**src/rtl/rfm_sched_pkg.sv**
```systemverilog
// Shared FSM encoding and default parameter constants for the RFM scheduler.
package rfm_sched_pkg;

    typedef enum logic [1:0] {
        ST_IDLE  = 2'd0,
        ST_ISSUE = 2'd1,
        ST_WAIT  = 2'd2,
        ST_COOL  = 2'd3
    } state_t;

    localparam int DEF_NUM_BANK  = 4;
    localparam int DEF_BANK_BITS = 2;
    localparam int DEF_RFM_TH    = 8;
    localparam int DEF_RAA_MAX   = 32;
    localparam int DEF_CNT_BITS  = 6;
    localparam int DEF_T_WAIT    = 8;
    localparam int DEF_T_RFM     = 16;

endpackage

```
**src/rtl/rr_arb.sv**
```systemverilog
// Combinational round-robin arbiter: first requester at or after ptr wins.
module rr_arb
    import rfm_sched_pkg::*;
#(
    parameter int NUM_BANK  = DEF_NUM_BANK,
    parameter int BANK_BITS = DEF_BANK_BITS
) (
    input  logic [NUM_BANK-1:0]  req,
    input  logic [BANK_BITS-1:0] ptr,
    output logic [NUM_BANK-1:0]  gnt,
    output logic [BANK_BITS-1:0] gnt_idx,
    output logic                 gnt_vld
);

    logic [BANK_BITS-1:0] idx;

    always_comb begin
        gnt     = '0;
        gnt_idx = '0;
        gnt_vld = 1'b0;
        idx     = '0;
        for (int i = 0; i < NUM_BANK; i++) begin
            idx = BANK_BITS'((int'(ptr) + i) % NUM_BANK);
            if (!gnt_vld && req[idx]) begin
                gnt[idx] = 1'b1;
                gnt_idx  = idx;
                gnt_vld  = 1'b1;
            end
        end
    end

endmodule

```
**src/rtl/rfm_sched.sv**
```systemverilog
// Per-bank rolling activation counters and the RFM issue/wait/cooldown scheduler.
module rfm_sched
    import rfm_sched_pkg::*;
#(
    parameter int NUM_BANK  = DEF_NUM_BANK,
    parameter int BANK_BITS = DEF_BANK_BITS,
    parameter int RFM_TH    = DEF_RFM_TH,
    parameter int RAA_MAX   = DEF_RAA_MAX,
    parameter int CNT_BITS  = DEF_CNT_BITS,
    parameter int T_WAIT    = DEF_T_WAIT,
    parameter int T_RFM     = DEF_T_RFM
) (
    input  logic                 clk,
    input  logic                 rstn,
    input  logic                 act_cmd,
    input  logic [BANK_BITS-1:0] act_bank,
    input  logic [NUM_BANK-1:0]  nrr_cmd,
    output logic [NUM_BANK-1:0]  rfm_cmd,
    output logic                 act_stall,
    output logic                 busy,
    output logic [BANK_BITS-1:0] cur_bank,
    output logic                 alert,
    output logic                 timeout_err
);

    localparam int TMR_MAX  = (T_WAIT > T_RFM) ? T_WAIT : T_RFM;
    localparam int TMR_BITS = $clog2(TMR_MAX + 1);

    state_t               state, state_nxt;
    logic [CNT_BITS-1:0]  cnt [NUM_BANK];
    logic [NUM_BANK-1:0]  req, gnt, cur_oh;
    logic [BANK_BITS-1:0] gnt_idx, rr_ptr;
    logic                 gnt_vld;
    logic [TMR_BITS-1:0]  timer;

    always_comb begin
        req   = '0;
        alert = 1'b0;
        for (int b = 0; b < NUM_BANK; b++) begin
            req[b] = (cnt[b] >= CNT_BITS'(RFM_TH));
            if (cnt[b] == CNT_BITS'(RAA_MAX))
                alert = 1'b1;
        end
    end

    rr_arb #(
        .NUM_BANK  (NUM_BANK),
        .BANK_BITS (BANK_BITS)
    ) u_arb (
        .req     (req),
        .ptr     (rr_ptr),
        .gnt     (gnt),
        .gnt_idx (gnt_idx),
        .gnt_vld (gnt_vld)
    );

    always_comb begin
        state_nxt = state;
        rfm_cmd   = '0;
        act_stall = 1'b0;
        busy      = 1'b1;
        case (state)
            ST_IDLE: begin
                busy = 1'b0;
                if (gnt_vld)
                    state_nxt = ST_ISSUE;
            end
            ST_ISSUE: begin
                rfm_cmd   = cur_oh;
                act_stall = 1'b1;
                state_nxt = ST_WAIT;
            end
            ST_WAIT: begin
                if (nrr_cmd[cur_bank] || timer == TMR_BITS'(T_WAIT - 1))
                    state_nxt = ST_COOL;
            end
            ST_COOL: begin
                if (timer == TMR_BITS'(T_RFM - 1))
                    state_nxt = ST_IDLE;
            end
            default: state_nxt = ST_IDLE;
        endcase
    end

    always_ff @(posedge clk) begin
        if (!rstn) begin
            state       <= ST_IDLE;
            rr_ptr      <= '0;
            cur_bank    <= '0;
            cur_oh      <= '0;
            timer       <= '0;
            timeout_err <= 1'b0;
        end else begin
            state <= state_nxt;
            if (state == ST_IDLE && gnt_vld) begin
                cur_bank <= gnt_idx;
                cur_oh   <= gnt;
                rr_ptr   <= (gnt_idx == BANK_BITS'(NUM_BANK - 1)) ? '0 : gnt_idx + 1'b1;
            end
            // Timer restarts on every state change, so WAIT and COOL each count from zero.
            if (state_nxt != state)
                timer <= '0;
            else if (state == ST_WAIT || state == ST_COOL)
                timer <= timer + 1'b1;
            if (state == ST_WAIT && !nrr_cmd[cur_bank] && timer == TMR_BITS'(T_WAIT - 1))
                timeout_err <= 1'b1;
        end
    end

    // The ISSUE decrement has priority; any ACT that cycle is already stalled.
    always_ff @(posedge clk) begin
        for (int b = 0; b < NUM_BANK; b++) begin
            if (!rstn)
                cnt[b] <= '0;
            else if (state == ST_ISSUE && cur_bank == BANK_BITS'(b))
                cnt[b] <= (cnt[b] >= CNT_BITS'(RFM_TH)) ? cnt[b] - CNT_BITS'(RFM_TH) : '0;
            else if (act_cmd && !act_stall && act_bank == BANK_BITS'(b) &&
                     cnt[b] != CNT_BITS'(RAA_MAX))
                cnt[b] <= cnt[b] + 1'b1;
        end
    end

endmodule
```
**config.mk**
```make
export PLATFORM = sky130hd
export DESIGN_NAME = rfm_sched
export DESIGN_NICKNAME = d
export VERILOG_FILES = /design/src/rtl/rfm_sched_pkg.sv /design/src/rtl/rr_arb.sv /design/src/rtl/rfm_sched.sv
export SDC_FILE = /design/constraint.sdc
export NUM_CORES = 1
export LEC_CHECK = 0
export ABC_AREA = 1
export CORE_MARGIN = 2
export CORE_UTILIZATION = 40
export CTS_CLUSTER_DIAMETER = 60
export DETAILED_ROUTE_END_ITERATION = 8
export PLACE_DENSITY = 0.54
export SETUP_SLACK_MARGIN = 0.1
export SYNTH_ARGS = -nofsm -noshare
export SYNTH_HDL_FRONTEND = slang
export SYNTH_SLANG_ARGS = --single-unit
export TNS_END_PERCENT = 5
```
**constraint.sdc**
```tcl
create_clock -name clk -period 3.8 [get_ports clk]
set_clock_uncertainty 0.1 [all_clocks]
set_input_delay 0.57 -clock clk [delete_from_list [all_inputs] [get_ports clk]]
set_output_delay 0.57 -clock clk [all_outputs]
set_load 0.02 [all_outputs]
```
==> results of run 1 <==
-- kinds of logic after synthesis --
group,count (synthesis)
AO/OA/AOI/OAI,54
XOR/XNOR,18
buffers and inverters,68
adder cells (fa/ha/maj),22
AND/OR/NAND/NOR,175
flip-flops,40
-- routing by layer --
metal  wire length (um)  up-vias
li1                   -     1286
met1               3160     1154
met2               3000       27
met3                129        5
met4                 39        0
met5                  0        -
-- per-stage QoR --
step                       util  worst slack [ps]  hold slack, ps  cell area (um2)
after floorplan               -              1790             356             2890
after global placement    0.461               995             377             3180
after detailed placement  0.461               896             388             3180
after CTS                 0.476               887             398             3290
after global routing      0.476               788             424             3290
final                     0.476               894             392             3290
-- worst min-delay path: cells and delay by family (launching register included) --
kind               cells  cell delay [ps]
AOI/OAI and AO/OA      1               50
DFF                    1              330
and+or+nand+nor        1               70
-- layout by cell type (no fill, tap or decap), types with 3 or more instances in the layout --
cell type | Yosys | layout
nor2_2 | 6 | 6
o21ai_0 | 23 | 23
o221ai_1 | 3 | 3
dfxtp_1 | 16 | 16
edfxtp_1 | 24 | 24
ha_1 | 22 | 22
inv_1 | 61 | 61
clkdlybuf4s50_1 | 0 | 18
nor3_1 | 9 | 9
a21boi_0 | 3 | 3
clkbuf_8 | 0 | 5
nand3_2 | 8 | 8
nand3_1 | 27 | 27
nand2_1 | 59 | 59
xor2_1 | 12 | 12
xnor2_1 | 6 | 6
a21oi_1 | 15 | 15
nand4_1 | 5 | 5
inv_2 | 4 | 4
nand2_2 | 4 | 4
nor2_1 | 49 | 49
o22ai_1 | 3 | 3
-- state kept, by name (all words and copies together) (netlist names), named ones only --
signal	count
timer	5
cnt	24
rr_ptr	1
cur_bank	2
cur_oh	4
timeout_err	1
state	2
-- report_power, final --
part	leakage [nW]	switching, W	internal [W]
clock network	0.0566	0.000164	0.000169
registers	0.382	0.000109	0.000564
logic	0.988	0.000639	0.000341
total	1.43	0.000912	0.00107
-- layout make-up --
type | count | area, um2 | area share
timing repair buffer | 19 | 188 | 0.0571
clock inverter | 2 | 11.3 | 0.00343
clock buffer | 6 | 93.8 | 0.0286
inverter | 65 | 244 | 0.0743
sequential | 40 | 1040 | 0.317
multi-input combinational | 269 | 1590 | 0.483
tap | 96 | 120 | 0.0366
-- how the worst max path moves through the flow --
stage | endpoint | slack, ps | cells past startpoint
6_report | alert | 890 | 7
5_1_grt | alert | 790 | 7
4_1_cts | alert | 890 | 7
3_5_place_dp | cnt[1][2] | 900 | 6
3_3_place_gp | cnt[3][2] | 990 | 6
2_1_floorplan | cnt[1][0] | 1790 | 6
==> results.ini, run 1 <==
[status]
status=complete, no violations

[drt]
drtPass1Iterations=4
wl_per_cell_um=12.7
remaining_drc_errors=0
drt_iter0_markers=114
num_vias=2472
drt.antenna.violating_nets=0
wl_um=6330
viasPerCell=4.97

[clock_network]
htree_levels=2
cts_buffer_depth=2
cts_tree=yes
cts.sink_count=40
cts_hold_buffers=0
cts_setup_buffers=0
clkLatencyLatePin_ps=300
numCtsBuffers=5
clockRootBuffer=clkbuf_8
cts_resized=0
clkTransAtPathRegs_ps=80

[timing]
min_period_ps=2910
hold_viol=0
worst_slew_pin_slew_ps=790
fin_crit_sh=0.765
rsz0062_at_grt=false
slew-limit-headroom=0.467
final.setup.tns_ps=0
fmax_ghz=0.344
setup_viol=0
slew_violations=0

[worst_setup_path]
cp-start-kind=register
reg2reg_slack_ps=1420
max_stage_delay_ps=610
r2r-start=state[1]
critPathKind=reg -> out
critPathMaxFanout=3
path_cells=inv_1 -> ha_1 -> nand3_1 -> nor3_1 -> nor2_1 -> nand3_1 -> clkdlybuf4s50_1
cp_num_buf_inv=2
cp_common_cell=nand3_1
cpMaxStageDelayCell=clkdlybuf4s50_1
critPathArrivalTime_ps=2240
reg2reg_depth=6
crit_family=buffers and inverters
crit_required_ps=3130
end_kind=output port
reg2reg_to=cnt[3][0]
critical_path.startpoint=cnt[0][0]

[yosys]
synth_area_leader_cell=edfxtp_1
synth-seq-cells=40
syn_inst=377
synthXorXnorAreaFrac=0.0546
synth_area_per_cell_um2=7.66
synthTopCellsByCount=inv_1 (61), nand2_1 (59), nor2_1 (49), nand3_1 (27), edfxtp_1 (24)
syn-num-nets=408
synthArstFlopShare=0
synth_top_area_frac=0.250
yosysWarnings=0
synthTopCellsByArea=edfxtp_1 (25%), dfxtp_1 (11%), ha_1 (9.5%)
synth_most_common_cell=inv_1
synthSimpleGateAreaFrac=0.292
synth_ff_type=edfxtp_1
yosysSeqAreaShare=0.360
synth_mux_area_frac=0
synth_compound_gate_area_share=0.107
synth_cell_types=34
synth_edf_count=24
synth_fa_ha_area_frac=0.0953
synth_top_family_by_area=simple AND/OR/NAND/NOR gates
synth_area_um2=2890

[grt]
grt_pass1_wl_um=10800
grt_max_degree=14
grt-ovfl-total=0
use_met2=0.288
busiest_layer=met2
grt_use_met3=0.0295
grt_use_met1=0.241
antenna_found_initial=0
grt_pass1_vias=2342
grtUsageTotal=0.174

[die]
coreArea_um2=6910
ios=19
die_y_um=89.0
num_rows=30
die_area_um2=7910
initial_core_util=0.418
die-width_um=89.0

[power_and_ir_drop]
p_leak_nw=1.43
ir_drop_mv=0.232
power_density_nw_per_um2=605
total_power_w=0.00199

[finish]
layout.cells.non_filler=497
fillCellCount=732
n_antenna_cell=0
drive_above_1_share=0.0898
fin_nets=431
area_growth_syn_to_layout_pct=13.8

[job]
cap_viol_max_count=0

[placed_design]
dp.cells=489
place.port_buffers=18
dp_hpwl_um=4970
routabilityCongestion=0.870

[min_path]
hold_path_class=reg -> reg
min_to=timer[1]
hold_depth=2
holdCritStartpoint=timer[1]

(Power assumes the default switching activity.)
==> run 2: changes to the inputs <==
PLACE_DENSITY = 0.56   (was 0.54)
clock period = 2.55 ns   (was 3.8 ns; I/O delays follow)
==> results.ini, run 2 (synthesis gave the netlist of run 1 again) <==
[status]
status=complete, no violations

[grt]
grtUsageTotal=0.170
grt-ovfl-total=0
grt_pass1_vias=2383
antenna_found_initial=0
grt_max_degree=14
grt_pass1_wl_um=10600

[worst_setup_path]
critPathKind=reg -> out
critical_path.startpoint=state[0]
cp-start-kind=register
critPathMaxFanout=7
critPathArrivalTime_ps=1780
end_kind=output port
r2r-start=cnt[3][3]
crit_required_ps=2070

[finish]
drive_above_1_share=0.112
final_common_cell=inv_1
final_area_um2=3380
multi_input_area_um2=1600
top_regs=cnt x24, timer x5, cur_oh x4
largest-register=cnt
n_antenna_cell=0
fin_nets=440
ff_latch_area_um2=1040
final_cell_mix=inv_1 (60), nand2_1 (59), nor2_1 (49), nand3_1 (27), edfxtp_1 (24)
fillCellCount=703
fin_util=0.489
largest_reg_flops=24
layout.cells.non_filler=506
area_growth_syn_to_layout_pct=17.0

[placed_design]
dp.cells=498
place_ws_ps=128
place_area_um2=3250
dp_hpwl_um=4880
place.port_buffers=18
routabilityCongestion=0.880

[timing]
slew-limit-headroom=0.497
rsz0062_at_grt=false
min_period_ps=2260
hold_viol=0
setup_viol=0
final.setup.tns_ps=0
slew_violations=0
worst_slew_pin_slew_ps=746
setup_slack_ps=290
fin_crit_sh=0.886
fmax_ghz=0.442

[die]
num_rows=30
ios=19
initial_core_util=0.418
coreArea_um2=6910
die_area_um2=7910
die_y_um=89.0
die-width_um=89.0

[clock_network]
numCtsBuffers=5
cts_tree=yes
clkLatencyLatePin_ps=290
htree_levels=2
cts_buffer_depth=2
cts.sink_count=40
clkTransAtPathRegs_ps=80
cts_setup_buffers=0
clockRootBuffer=clkbuf_8
cts_hold_buffers=0

[power_and_ir_drop]
p_leak_nw=1.48
ir_drop_mv=0.511
power_density_nw_per_um2=895

[drt]
wl_per_cell_um=12.1
num_vias=2438
drt.antenna.violating_nets=0
drt_iter0_markers=90
drtPass1Iterations=4
remaining_drc_errors=0
viasPerCell=4.82
wl_um=6110

[min_path]
hold_path_class=reg -> reg
holdCritStartpoint=timeout_err

[job]
cap_viol_max_count=0

run 2: metrics by stage:
stage	hold slack [ps]	power (W)
2_1_floorplan	356	0.00208
3_3_place_gp	366	0.00249
3_5_place_dp	370	0.00249
4_1_cts	388	0.00304
5_1_grt	418	0.00332
6_report	389	0.00302
run 2: final timing paths:
kind	endpoint	slack [ps]	depth (start not counted)
setup / recovery	rfm_cmd[1]	290	5
hold / removal	timeout_err	390	2
setup reg to reg	cnt[3][1]	420	2
hold reg to reg	timeout_err	390	2
run 2: metal layers:
metal / wire length (um) / part of all wire / track usage / vias to the layer above
met5: 0 / 0 / 0 / -
met4: 65 / 0.011 / 0.0407 / 0
met3: 115 / 0.019 / 0.0314 / 6
met2: 2850 / 0.47 / 0.280 / 23
met1: 3080 / 0.50 / 0.234 / 1107
li1: - / - / - / 1302
run 2: area by class of cell:
| cell class | count | share of cell area |
|---|---|---|
| multi-input combinational | 269 | 0.473 |
| clock buffer | 8 | 0.0363 |
| timing repair buffer | 28 | 0.0752 |
| tap | 96 | 0.0355 |
| sequential | 40 | 0.308 |
| inverter | 65 | 0.0722 |
run 2: what timing repair did:
item,in CTS,in global routing
endpoints found under the setup margin,4,4
gates resized for setup,2,2
cloned,0,0
run 2: critical path, cell delays in order, from the launching register on:
cell             delay (ps)
dfxtp_1                 380
inv_1                   100
nor2_4                  170
inv_2                   130
nor2_1                  100
clkdlybuf4s50_1         600
run 2: power by group:
part	internal [W]	total [W]	switching [W]	leakage [nW]
logic	0.000535	0.00152	0.000984	1.04
clock network	0.000313	0.000540	0.000228	0.0618
registers	0.000841	0.000964	0.000123	0.382
total	0.00169	0.00302	0.00133	1.48
==> run 3: changes to the inputs <==
CELL_PAD_IN_SITES_DETAIL_PLACEMENT = 1   (was default)
CELL_PAD_IN_SITES_GLOBAL_PLACEMENT = 1   (was default)
PLACE_DENSITY = 0.72   (was 0.56)
==> results.ini, run 3 (synthesis gave the netlist of run 1 again) <==
[clock_network]
cts.sink_count=40
htree_levels=2
numCtsBuffers=5
cts_setup_buffers=0
cts_buffer_depth=2
clockRootBuffer=clkbuf_8
clkLatencyLatePin_ps=300
clkTransAtPathRegs_ps=90
cts_tree=yes

[placed_design]
place_ws_ps=131
place.port_buffers=18
dp.cells=496
routabilityCongestion=0.800
dp_hpwl_um=5670
place_area_um2=3230

[timing]
fmax_ghz=0.442
slew_violations=0
worst_slew_pin_slew_ps=668
hold_viol=0
slew-limit-headroom=0.549
setup_slack_ps=287
min_period_ps=2260
final.setup.tns_ps=0
setup_viol=0
rsz0062_at_grt=false
fin_crit_sh=0.887

[die]
ios=19
initial_core_util=0.418
coreArea_um2=6910
num_rows=30
die_area_um2=7910
die-width_um=89.0
die_y_um=89.0

[finish]
layout.cells.non_filler=504
final_common_cell=inv_1
n_antenna_cell=0
area_growth_syn_to_layout_pct=16.7
top_regs=cnt x24, timer x5, cur_oh x4
drive_above_1_share=0.108
largest_reg_flops=24
final_area_um2=3370
largest-register=cnt
fin_nets=438
final_cell_mix=inv_1 (61), nand2_1 (59), nor2_1 (49), nand3_1 (27), edfxtp_1 (24)

[worst_setup_path]
end_kind=output port
critPathArrivalTime_ps=1780
critPathMaxFanout=10
cp-start-kind=register
cp_num_buf_inv=2
cpMaxStageDelayCell=clkdlybuf4s50_1
crit_family=buffers and inverters
max_stage_delay_ps=610
path_cells=nor2_1 -> inv_1 -> clkdlybuf4s50_1
critPathKind=reg -> out
crit_required_ps=2070

[job]
cap_viol_max_count=0

[drt]
drt.antenna.violating_nets=0
wl_per_cell_um=14.0
num_vias=2533
wl_um=7070
drt_iter0_markers=101
drtPass1Iterations=4
remaining_drc_errors=0
viasPerCell=5.03

[grt]
grt_pass1_vias=2627
antenna_found_initial=0
grt-ovfl-total=0
grtUsageTotal=0.196
grt_pass1_wl_um=12100
grt_max_degree=15

[power_and_ir_drop]
ir_drop_mv=0.393
p_leak_nw=1.56
total_power_w=0.00308
power_density_nw_per_um2=914

[min_path]
hold_path_class=reg -> reg

[status]
status=complete, no violations

[run 3: changes by cell type in the layout (fill, tap and decap cells not counted), moves of 2 or more]
cell and change:
clkdlybuf4s50_1 -4, clkbuf_16 -2, a21boi_1 +2, a21boi_0 -2
dlymetal6s2s_1 +5, buf_4 -2
[run 3: report_power, final]
group	internal, W	switching [W]
combinational	0.000527	0.00102
sequential	0.000841	0.000152
clock	0.000296	0.000245
total	0.00166	0.00141
[run 3: worst register-to-register path: cells and delay by family, from the launching register on]
kind	cells	cell delay, ps
flops	1	580
buf+inv	1	100
simple gates	6	1090
[run 3: area by class of cell]
class / instances / area [um2]
tap: 96 / 120
inverter: 65 / 244
clock inverter: 3 / 45.0
fill: 907 / 3540
timing repair buffer: 26 / 253
sequential: 40 / 1040
clock buffer: 5 / 68.8
multi-input combinational: 269 / 1600
[run 3: final timing paths]
kind | from | end | slack, ps | depth (start not counted)
setup / recovery | state[1] | busy | 290 | 3
hold / removal | timeout_err | timeout_err | 380 | 2
setup reg to reg | state[1] | cnt[0][2] | 400 | 7
hold reg to reg | timeout_err | timeout_err | 380 | 2
[run 3: per-stage QoR]
step / util / hold slack (ps)
after floorplan: - / 356
after global placement: 0.468 / 365
after detailed placement: 0.468 / 372
after CTS: 0.486 / 391
after global routing: 0.488 / 419
final: 0.488 / 383
[run 3: routing by layer]
layer | up-vias | global-route usage | wire length [um]
met5 | - | 0 | 0
met4 | 0 | 0.0461 | 75
met3 | 6 | 0.0305 | 123
met2 | 18 | 0.336 | 3390
met1 | 1212 | 0.261 | 3480
li1 | 1297 | - | -
[run 3: repair_timing]
item                       CTS  global route
setup endpoints to repair    5            11
gates resized for setup      2             7
hold buffers                 0             0
